**src/rtl/fp_operand_gen.sv**
```systemverilog
// Operand generator for the FP add/sub unit: fixed, constrained-custom, random and
// special-value streams of (a, b, operation_select) behind a valid/ready handshake.
module fp_operand_gen #(
  parameter int unsigned WIDTH          = 32,
  parameter int unsigned EXP_BITS       = 8,
  parameter int unsigned MANT_BITS      = 23,
  parameter int unsigned EXP_RAND_BITS  = 2,
  parameter int unsigned MANT_RAND_BITS = 3,
  parameter logic [31:0] SEED           = 32'hACE1_2025
) (
  input  logic             clk,
  input  logic             rst,
  input  logic             start,
  input  logic [1:0]       mode,
  input  logic [15:0]      num_vectors,
  input  logic             seed_load,
  input  logic [31:0]      seed,
  input  logic             out_ready,
  output logic             out_valid,
  output logic [WIDTH-1:0] a,
  output logic [WIDTH-1:0] b,
  output logic             operation_select,
  output logic             busy,
  output logic             done,
  output logic [15:0]      vec_count
);

  localparam logic [1:0] S_IDLE    = 2'd0;
  localparam logic [1:0] S_PRESENT = 2'd1;
  localparam logic [1:0] S_DONE    = 2'd2;

  localparam logic [1:0] M_FIXED   = 2'd0;
  localparam logic [1:0] M_CUSTOM  = 2'd1;
  localparam logic [1:0] M_RANDOM  = 2'd2;
  localparam logic [1:0] M_SPECIAL = 2'd3;

  localparam logic [31:0] TAPS  = 32'h8020_0003;
  localparam logic [31:0] B_XOR = 32'h5A5A_5A5A;

  function automatic logic [31:0] lfsr_step(input logic [31:0] l);
    lfsr_step = (l >> 1) ^ (l[0] ? TAPS : 32'h0);
  endfunction

  function automatic logic [WIDTH-1:0] fixed_one();
    logic [WIDTH-1:0] v;
    v = '0;
    v[WIDTH-3 -: EXP_BITS-1] = '1;
    fixed_one = v;
  endfunction

  function automatic logic [WIDTH-1:0] custom_val(input logic [EXP_RAND_BITS-1:0]  r,
                                                  input logic [MANT_RAND_BITS-1:0] m);
    logic [EXP_BITS-1:0]  e;
    logic [MANT_BITS-1:0] f;
    e = '0;
    e[EXP_BITS-1] = 1'b1;
    e[EXP_RAND_BITS-1:0] = r;
    f = '0;
    f[MANT_BITS-1 -: MANT_RAND_BITS] = m;
    custom_val = {1'b0, e, f};
  endfunction

  // LFSR word repeated from the LSB upward, then cut to the FP width
  function automatic logic [WIDTH-1:0] random_val(input logic [31:0] l);
    random_val = WIDTH'({(WIDTH/32+1){l}});
  endfunction

  function automatic logic [WIDTH-1:0] special_val(input logic [2:0] idx);
    logic [WIDTH-1:0] v;
    v = '0;
    case (idx)
      3'd1: v[WIDTH-1] = 1'b1;
      3'd2: v[WIDTH-3 -: EXP_BITS-1] = '1;
      3'd3: begin
        v[WIDTH-1] = 1'b1;
        v[WIDTH-3 -: EXP_BITS-1] = '1;
      end
      3'd4: v[WIDTH-2 -: EXP_BITS] = '1;
      3'd5: begin
        v[WIDTH-1] = 1'b1;
        v[WIDTH-2 -: EXP_BITS] = '1;
      end
      3'd6: begin
        v[WIDTH-2 -: EXP_BITS] = '1;
        v[MANT_BITS-1] = 1'b1;
      end
      3'd7: v[0] = 1'b1;
      default: v = '0;
    endcase
    special_val = v;
  endfunction

  logic [1:0]       state_q, state_d;
  logic [1:0]       mode_q, mode_d;
  logic [15:0]      num_q, num_d;
  logic [15:0]      vec_count_q, vec_count_d;
  logic [31:0]      lfsr_a_q, lfsr_a_d;
  logic [31:0]      lfsr_b_q, lfsr_b_d;
  logic             out_valid_q, out_valid_d;
  logic [WIDTH-1:0] a_q, a_d;
  logic [WIDTH-1:0] b_q, b_d;
  logic             op_q, op_d;
  logic             done_q, done_d;

  logic [1:0]       gen_mode;
  logic [6:0]       gen_k;
  logic [WIDTH-1:0] gen_a, gen_b;
  logic             gen_op;
  logic [15:0]      vc_inc;
  logic [31:0]      seed_eff;

  assign vc_inc   = vec_count_q + 16'd1;
  assign seed_eff = (seed == 32'h0) ? SEED : seed;

  // In IDLE the vector being built is vector 0 of a run starting now; otherwise it is
  // the successor of the one just transferred.
  always_comb begin
    gen_mode = (state_q == S_IDLE) ? mode : mode_q;
    gen_k    = (state_q == S_IDLE) ? 7'd0 : vc_inc[6:0];
    gen_a    = '0;
    gen_b    = '0;
    gen_op   = 1'b0;
    case (gen_mode)
      M_FIXED: begin
        gen_a = fixed_one();
        gen_b = fixed_one();
      end
      M_CUSTOM: begin
        gen_a  = custom_val(lfsr_a_q[EXP_RAND_BITS-1:0], lfsr_a_q[16 +: MANT_RAND_BITS]);
        gen_b  = custom_val(lfsr_b_q[EXP_RAND_BITS-1:0], lfsr_b_q[16 +: MANT_RAND_BITS]);
        gen_op = lfsr_a_q[31];
      end
      M_RANDOM: begin
        gen_a  = random_val(lfsr_a_q);
        gen_b  = random_val(lfsr_b_q);
        gen_op = lfsr_a_q[31] ^ lfsr_b_q[31];
      end
      M_SPECIAL: begin
        gen_a  = special_val(gen_k[2:0]);
        gen_b  = special_val(gen_k[5:3]);
        gen_op = gen_k[6];
      end
      default: ;
    endcase
  end

  always_comb begin
    state_d     = state_q;
    mode_d      = mode_q;
    num_d       = num_q;
    vec_count_d = vec_count_q;
    lfsr_a_d    = lfsr_a_q;
    lfsr_b_d    = lfsr_b_q;
    out_valid_d = out_valid_q;
    a_d         = a_q;
    b_d         = b_q;
    op_d        = op_q;
    done_d      = (state_q == S_DONE);
    case (state_q)
      S_IDLE: begin
        if (seed_load) begin
          lfsr_a_d = seed_eff;
          lfsr_b_d = seed_eff ^ B_XOR;
        end else if (start) begin
          vec_count_d = '0;
          if (num_vectors == 16'd0) begin
            state_d = S_DONE;
          end else begin
            mode_d      = mode;
            num_d       = num_vectors;
            a_d         = gen_a;
            b_d         = gen_b;
            op_d        = gen_op;
            lfsr_a_d    = lfsr_step(lfsr_a_q);
            lfsr_b_d    = lfsr_step(lfsr_b_q);
            out_valid_d = 1'b1;
            state_d     = S_PRESENT;
          end
        end
      end
      S_PRESENT: begin
        if (out_valid_q && out_ready) begin
          vec_count_d = vc_inc;
          if (vec_count_q == num_q - 16'd1) begin
            out_valid_d = 1'b0;
            state_d     = S_DONE;
          end else begin
            a_d      = gen_a;
            b_d      = gen_b;
            op_d     = gen_op;
            lfsr_a_d = lfsr_step(lfsr_a_q);
            lfsr_b_d = lfsr_step(lfsr_b_q);
          end
        end
      end
      S_DONE: state_d = S_IDLE;
      default: begin
        state_d     = S_IDLE;
        out_valid_d = 1'b0;
      end
    endcase
  end

  always_ff @(posedge clk or posedge rst) begin
    if (rst) begin
      state_q     <= S_IDLE;
      mode_q      <= M_FIXED;
      num_q       <= '0;
      vec_count_q <= '0;
      lfsr_a_q    <= SEED;
      lfsr_b_q    <= SEED ^ B_XOR;
      out_valid_q <= 1'b0;
      a_q         <= '0;
      b_q         <= '0;
      op_q        <= 1'b0;
      done_q      <= 1'b0;
    end else begin
      state_q     <= state_d;
      mode_q      <= mode_d;
      num_q       <= num_d;
      vec_count_q <= vec_count_d;
      lfsr_a_q    <= lfsr_a_d;
      lfsr_b_q    <= lfsr_b_d;
      out_valid_q <= out_valid_d;
      a_q         <= a_d;
      b_q         <= b_d;
      op_q        <= op_d;
      done_q      <= done_d;
    end
  end

  assign out_valid        = out_valid_q;
  assign a                = a_q;
  assign b                = b_q;
  assign operation_select = op_q;
  assign busy             = (state_q != S_IDLE);
  assign done             = done_q;
  assign vec_count        = vec_count_q;

endmodule

```
**config.mk**
```make
export PLATFORM = sky130hd
export DESIGN_NAME = fp_operand_gen
export DESIGN_NICKNAME = d
export VERILOG_FILES = /design/src/rtl/fp_operand_gen.sv
export SDC_FILE = /design/constraint.sdc
export NUM_CORES = 1
export LEC_CHECK = 0
export CORE_ASPECT_RATIO = 1.1
export CORE_MARGIN = 3
export CORE_UTILIZATION = 50
export CTS_BUF_LIST = sky130_fd_sc_hd__clkbuf_8
export CTS_CLUSTER_SIZE = 40
export DETAILED_ROUTE_END_ITERATION = 7
export HOLD_SLACK_MARGIN = 0.15
export PLACE_DENSITY = 0.75
export SLEW_MARGIN = 15
export SYNTH_ARGS = -nofsm -noshare
export SYNTH_HDL_FRONTEND = slang
export SYNTH_SLANG_ARGS = --single-unit
```
**constraint.sdc**
```tcl
create_clock -name clk -period 7.55 [get_ports clk]
set_input_delay 1.51 -clock clk [delete_from_list [all_inputs] [get_ports clk]]
set_output_delay 1.51 -clock clk [all_outputs]
set_load 0.005 [all_outputs]
```
==> metrics.txt, run 1 <==
outcome finished, final reports clean; H-Tree Depth 4; setup_tns 0 ns; I/O pin count 139; Critical Path RT 7.91 ns; slew margin rel. 24.4%; Layout Nets 1027; dpl ws 2.68 ns; clock transition at the registers of the reported paths 0.10 ns; WHS Endpoint lfsr_b_q[4]$_DFFE_PP1P_; overall routing resource usage 22.5%; vias per cell 5.51; f_max 0.241 GHz; register area 0.00422 mm^2; PnR worst setup slack 3.40 ns; Seq cells post-synth 167; cell count of the worst reg-to-reg path 7; RSZ-0062 raised after global routing no; Ys Warns 0; final instance area 0.0107 mm^2; TritonCTS clock tree built; pwr/cell area 375 mW/mm^2; antenna violations before repair 0; Mapped Nets 910; synth cell count leaders 142 x nand2_1, 131 x dfrtp_1, 64 x nor2_1; Post-Synthesis Cells 853; Synth cell types 62; final antenna diode count 0; Critical Path End Type flip-flop; Clock Latency Late Sink 0.48 ns; most area-consuming cells after synthesis dfrtp_1 37%, dfstp_2 11%, mux2_4 10%; ys async rst share 100%; P_leak 4.75 nW; WL final 21200 um; Total Power 4.02 mW; CTS Buf Count 17; Clock Skews 0.0182 ns; Tcrit/Tclk final 54.9%; clk sink count 167; DR pass1 iterations 5; critical path type in2reg; Yosys top cell area share 37.1%; via count 6709; Resized Gates After CTS 0; Netlist Area Pre-Place 0.00883 mm^2; die width 133 um; core footprint 0.0171 mm^2; reg2reg setup slack 3.79 ns; area of the die 0.0193 mm^2; area occupied by multi-input gates 0.00416 mm^2; max cap viols 0; # rows 50; share of post-route cells with drive strength above 1 19.1%; hold path depth 2; routability cong. 0.863; CTS Hold Buffers Added 0; Die Y 145 um; post-CTS setup buffers 0; initial DRC count 524; dominant register cell in the synthesized netlist dfrtp_1; synthesis-to-layout area growth 21.4%; CTS max path bufs 2; Setup Viol. Count Final 0; peak supply drop 0.166 mV; Mean Syn Cell Area 10.4 um^2; fin crit period 4.15 ns; Setup crit start kind input port; Crit Path Max Fanout 37; Worst Hold Class reg2reg; Hold Violations, Final 0; grt ovf 0; number of flops mapped to enable cells by yosys 0; most common cell in the netlist nand2_1; dpl cell area 0.0103 mm^2; final hold slack 0.479 ns; RR Startpoint state_q[0]$_DFFE_PP0P_; initial core utilization 51.5%; Critical R2R Capture operation_select$_DFFE_PP0P_; DP Wirelength 14800 um; post-DR wirelength/cell 17.4 um; Root Driver clkbuf_8; post-route ant nets 0; largest net degree at the start of global routing 114; Max Slew Vio Count 0; largest area contributor in the netlist dfrtp_1; CP arrival 4.51 ns; # DRC 0; # fillers 1477; worst-margin pin slew 1.13 ns; vias in the first global route 6699; global-route wire length before repair 35200 um; buffers added on ports 138; register area share after synthesis 47.8%; hold wc startpoint lfsr_b_q[4]$_DFFE_PP1P_
[metal layers]
layer	track usage (%)	share of wire, %
met1	31.8	47
met2	34.7	46
met3	4.91	5.6
met4	7.22	2.0
met5	0	0
[cell type report]
class | count | share of cell area (%)
multi-input combinational | 579 | 38.8
timing repair buffer | 146 | 13.4
clock buffer | 17 | 2.18
tap | 234 | 2.73
sequential | 167 | 39.4
inverter | 59 | 2.11
clock inverter | 15 | 1.28
[registers in the layout (all words and copies together), names as in the netlist]
| signal | count |
|---|---|
| a | 32 |
| lfsr_b_q | 32 |
| operation_select | 1 |
| out_valid | 1 |
| vec_count | 16 |
| mode_q | 2 |
| num_q | 16 |
| b | 32 |
| lfsr_a_q | 32 |
| done | 1 |
| state_q | 2 |
[stage by stage]
step | util (%) | cells
floorplan | - | 853
global placement | 60.3 | 1185
detailed placement | 60.3 | 1185
CTS | 62.5 | 1217
global route | 62.5 | 1217
finish | 62.5 | 1217
[cell usage in the layout (no fill, tap or decap), types with 4 or more instances in the layout]
master,count
clkinvlp_4,5
clkbuf_8,17
a21oi_1,22
dfstp_2,36
a31oi_1,4
inv_1,57
mux2_4,59
clkdlybuf4s50_1,138
buf_4,8
mux2_2,39
mux2i_1,51
nand4_1,7
nor2_1,63
nand2_1,142
inv_8,5
xnor2_1,16
and2_1,4
xor2_1,18
o21ai_0,44
and3_1,6
nor3_1,8
dfrtp_1,131
nand3b_1,4
nand3_1,12
a22o_1,6
nor4_1,16
[worst max-delay path, stage by stage]
cell and delay [ns]:
clkdlybuf4s50_1 0.49, nand2_1 0.07, nor2_1 0.30, o22a_1 0.20
nor2_1 0.04, a21oi_1 0.28, o21a_4 0.65, buf_4 0.56
mux2_2 0.39
[worst max path at each step]
stage               startpoint                            to  slack, ns
finish               out_ready      lfsr_a_q[17]$_DFFE_PP0P_       3.40
global route         out_ready      lfsr_a_q[17]$_DFFE_PP0P_       3.25
CTS                      start  operation_select$_DFFE_PP0P_       3.16
detailed placement       start  operation_select$_DFFE_PP0P_       2.68
global placement         start  operation_select$_DFFE_PP0P_       2.81
floorplan                  rst              a[0]$_DFFE_PP0P_       1.58
[kinds of logic after synthesis]
kind of cell,share of synthesized area [%]
buffers and inverters,5.38
AND/OR/NAND/NOR,14.5
XOR/XNOR,3.37
AO/OA/AOI/OAI,7.79
flip-flops,47.8
adder cells (fa/ha/maj),0.283
multiplexers,20.8
[power by group]
part | internal [mW] | switching, mW
logic | 1.00 | 0.759
registers | 1.31 | 0.326
clock network | 0.241 | 0.377
Note: power is estimated with default switching activity, not from simulation.
==> run 2: changes to the inputs <==
- PLACE_DENSITY: 0.75 -> 0.78
- clock period: 7.55 -> 3.6 ns (I/O delays scaled with it)
==> run 2 against run 1 <==
Effect of this change:
- power is 120% higher
- clock skew hardly changed
- die area stayed put
- cell count is 0.66% higher
- largest power group unchanged
==> metrics.txt, run 2 (same netlist as run 1, synthesis figures left out) <==
final instance area 0.0109 mm^2; Critical Path End Type flip-flop; max cap viols 0; Max Slew Vio Count 0; critical path type reg2reg; initial DRC count 522; PnR worst setup slack 0.284 ns; CP arrival 3.67 ns; Clock Skews 0.0179 ns; vias in the first global route 6727; dpl ws 0.341 ns; antenna violations before repair 0; most frequent cells in the layout 142 x nand2_1, 138 x clkdlybuf4s50_1, 131 x dfrtp_1; Layout Nets 1035; via count 6680; TritonCTS clock tree built; CTS max path bufs 2; setup_tns 0 ns; RSZ-0062 raised after global routing no; largest net degree at the start of global routing 168; Crit Path Max Fanout 65; pwr/cell area 801 mW/mm^2; slew margin rel. 41.9%; outcome finished, final reports clean; core footprint 0.0171 mm^2; initial core utilization 51.5%; final core utilization 63.5%; synthesis-to-layout area growth 23.3%; worst-margin pin slew 0.871 ns; Hold Violations, Final 0; fin crit period 3.32 ns; DP Wirelength 15100 um; die width 133 um; final antenna diode count 0; routability cong. 0.885; post-route ant nets 0; clock transition at the registers of the reported paths 0.08 ns; CTS Hold Buffers Added 0; post-CTS setup buffers 0; DR pass1 iterations 5; peak supply drop 0.365 mV; reg2reg setup slack 0.28 ns; H-Tree Depth 4; Clock Latency Late Sink 0.48 ns; dpl cell area 0.0104 mm^2; Die Y 145 um; clk sink count 167; grt ovf 0; WL final 21600 um; P_leak 4.85 nW; share of post-route cells with drive strength above 1 19.4%; Setup Viol. Count Final 0; Resized Gates After CTS 0; post-DR wirelength/cell 17.6 um; commonest non-fill, non-tap cell in the layout nand2_1; # DRC 0; Total Power 8.72 mW; # rows 50; f_max 0.302 GHz; overall routing resource usage 23.0%; vias per cell 5.45; Root Driver clkbuf_8; Setup crit start kind flip-flop; Worst Hold Class reg2reg; Critical Path RT 3.96 ns; global-route wire length before repair 35800 um; I/O pin count 139; buffers added on ports 138; area of the die 0.0193 mm^2; CTS Buf Count 17; Tcrit/Tclk final 92.1%
[run 2: cell types whose count changed in the layout (fill, tap and decap cells not counted), sizes merged]
cell / previous run / this run
buf: 8 / 16
bufinv: 0 / 4
clkbuf: 17 / 18
clkinv: 4 / 5
clkinvlp: 5 / 2
inv: 65 / 62
[run 2: where the power goes]
group          internal (mW)  switching [mW]
clock                  0.770           0.705
combinational           2.16            1.62
sequential              2.76           0.699
[run 2: through the flow]
step | std cells | hold slack (ns)
floorplan | 853 | 0.450
global placement | 1193 | 0.463
detailed placement | 1193 | 0.475
CTS | 1225 | 0.488
global route | 1225 | 0.504
finish | 1225 | 0.491
[run 2: final timing paths]
check / startpoint / to / depth (start not counted)
max: num_q[0]$_DFFE_PP0P_ / b[27]$_DFFE_PP0P_ / 10
min: lfsr_b_q[4]$_DFFE_PP1P_ / lfsr_b_q[4]$_DFFE_PP1P_ / 2
max reg2reg: num_q[0]$_DFFE_PP0P_ / b[27]$_DFFE_PP0P_ / 10
min reg2reg: lfsr_b_q[4]$_DFFE_PP1P_ / lfsr_b_q[4]$_DFFE_PP1P_ / 2
max in group asynchronous: rst / lfsr_a_q[28]$_DFFE_PP0P_ / 3
min in group asynchronous: rst / done$_DFF_PP0_ / 3
[run 2: final cells by class]
class	count	area (um^2)
inverters	59	225
repair buffers	154	1550
clock inverters	14	184
fillers	1408	6260
multi-input cells	579	4160
clock buffers	18	248
well taps	234	293
flip-flops and latches	167	4220
[run 2: metal layers]
metal / global-route usage, % / vias to the layer above / routed length (um)
met4: 6.91 / 0 / 315
met3: 4.18 / 27 / 1170
li1: - / 3157 / -
met1: 32.4 / 3262 / 9840
met2: 36.7 / 234 / 10300
met5: 0 / - / 0
[run 2: worst max-delay path, cell delays in order, from the launching register on]
cell and delay (ns):
dfrtp_1 0.44, inv_1 0.08, ha_1 0.19, nor3b_1 0.28, and2_1 0.23, mux2_2 0.34, a31o_2 0.22, a2111oi_2 0.58
a211oi_4 0.14, buf_12 0.26, mux2_4 0.36
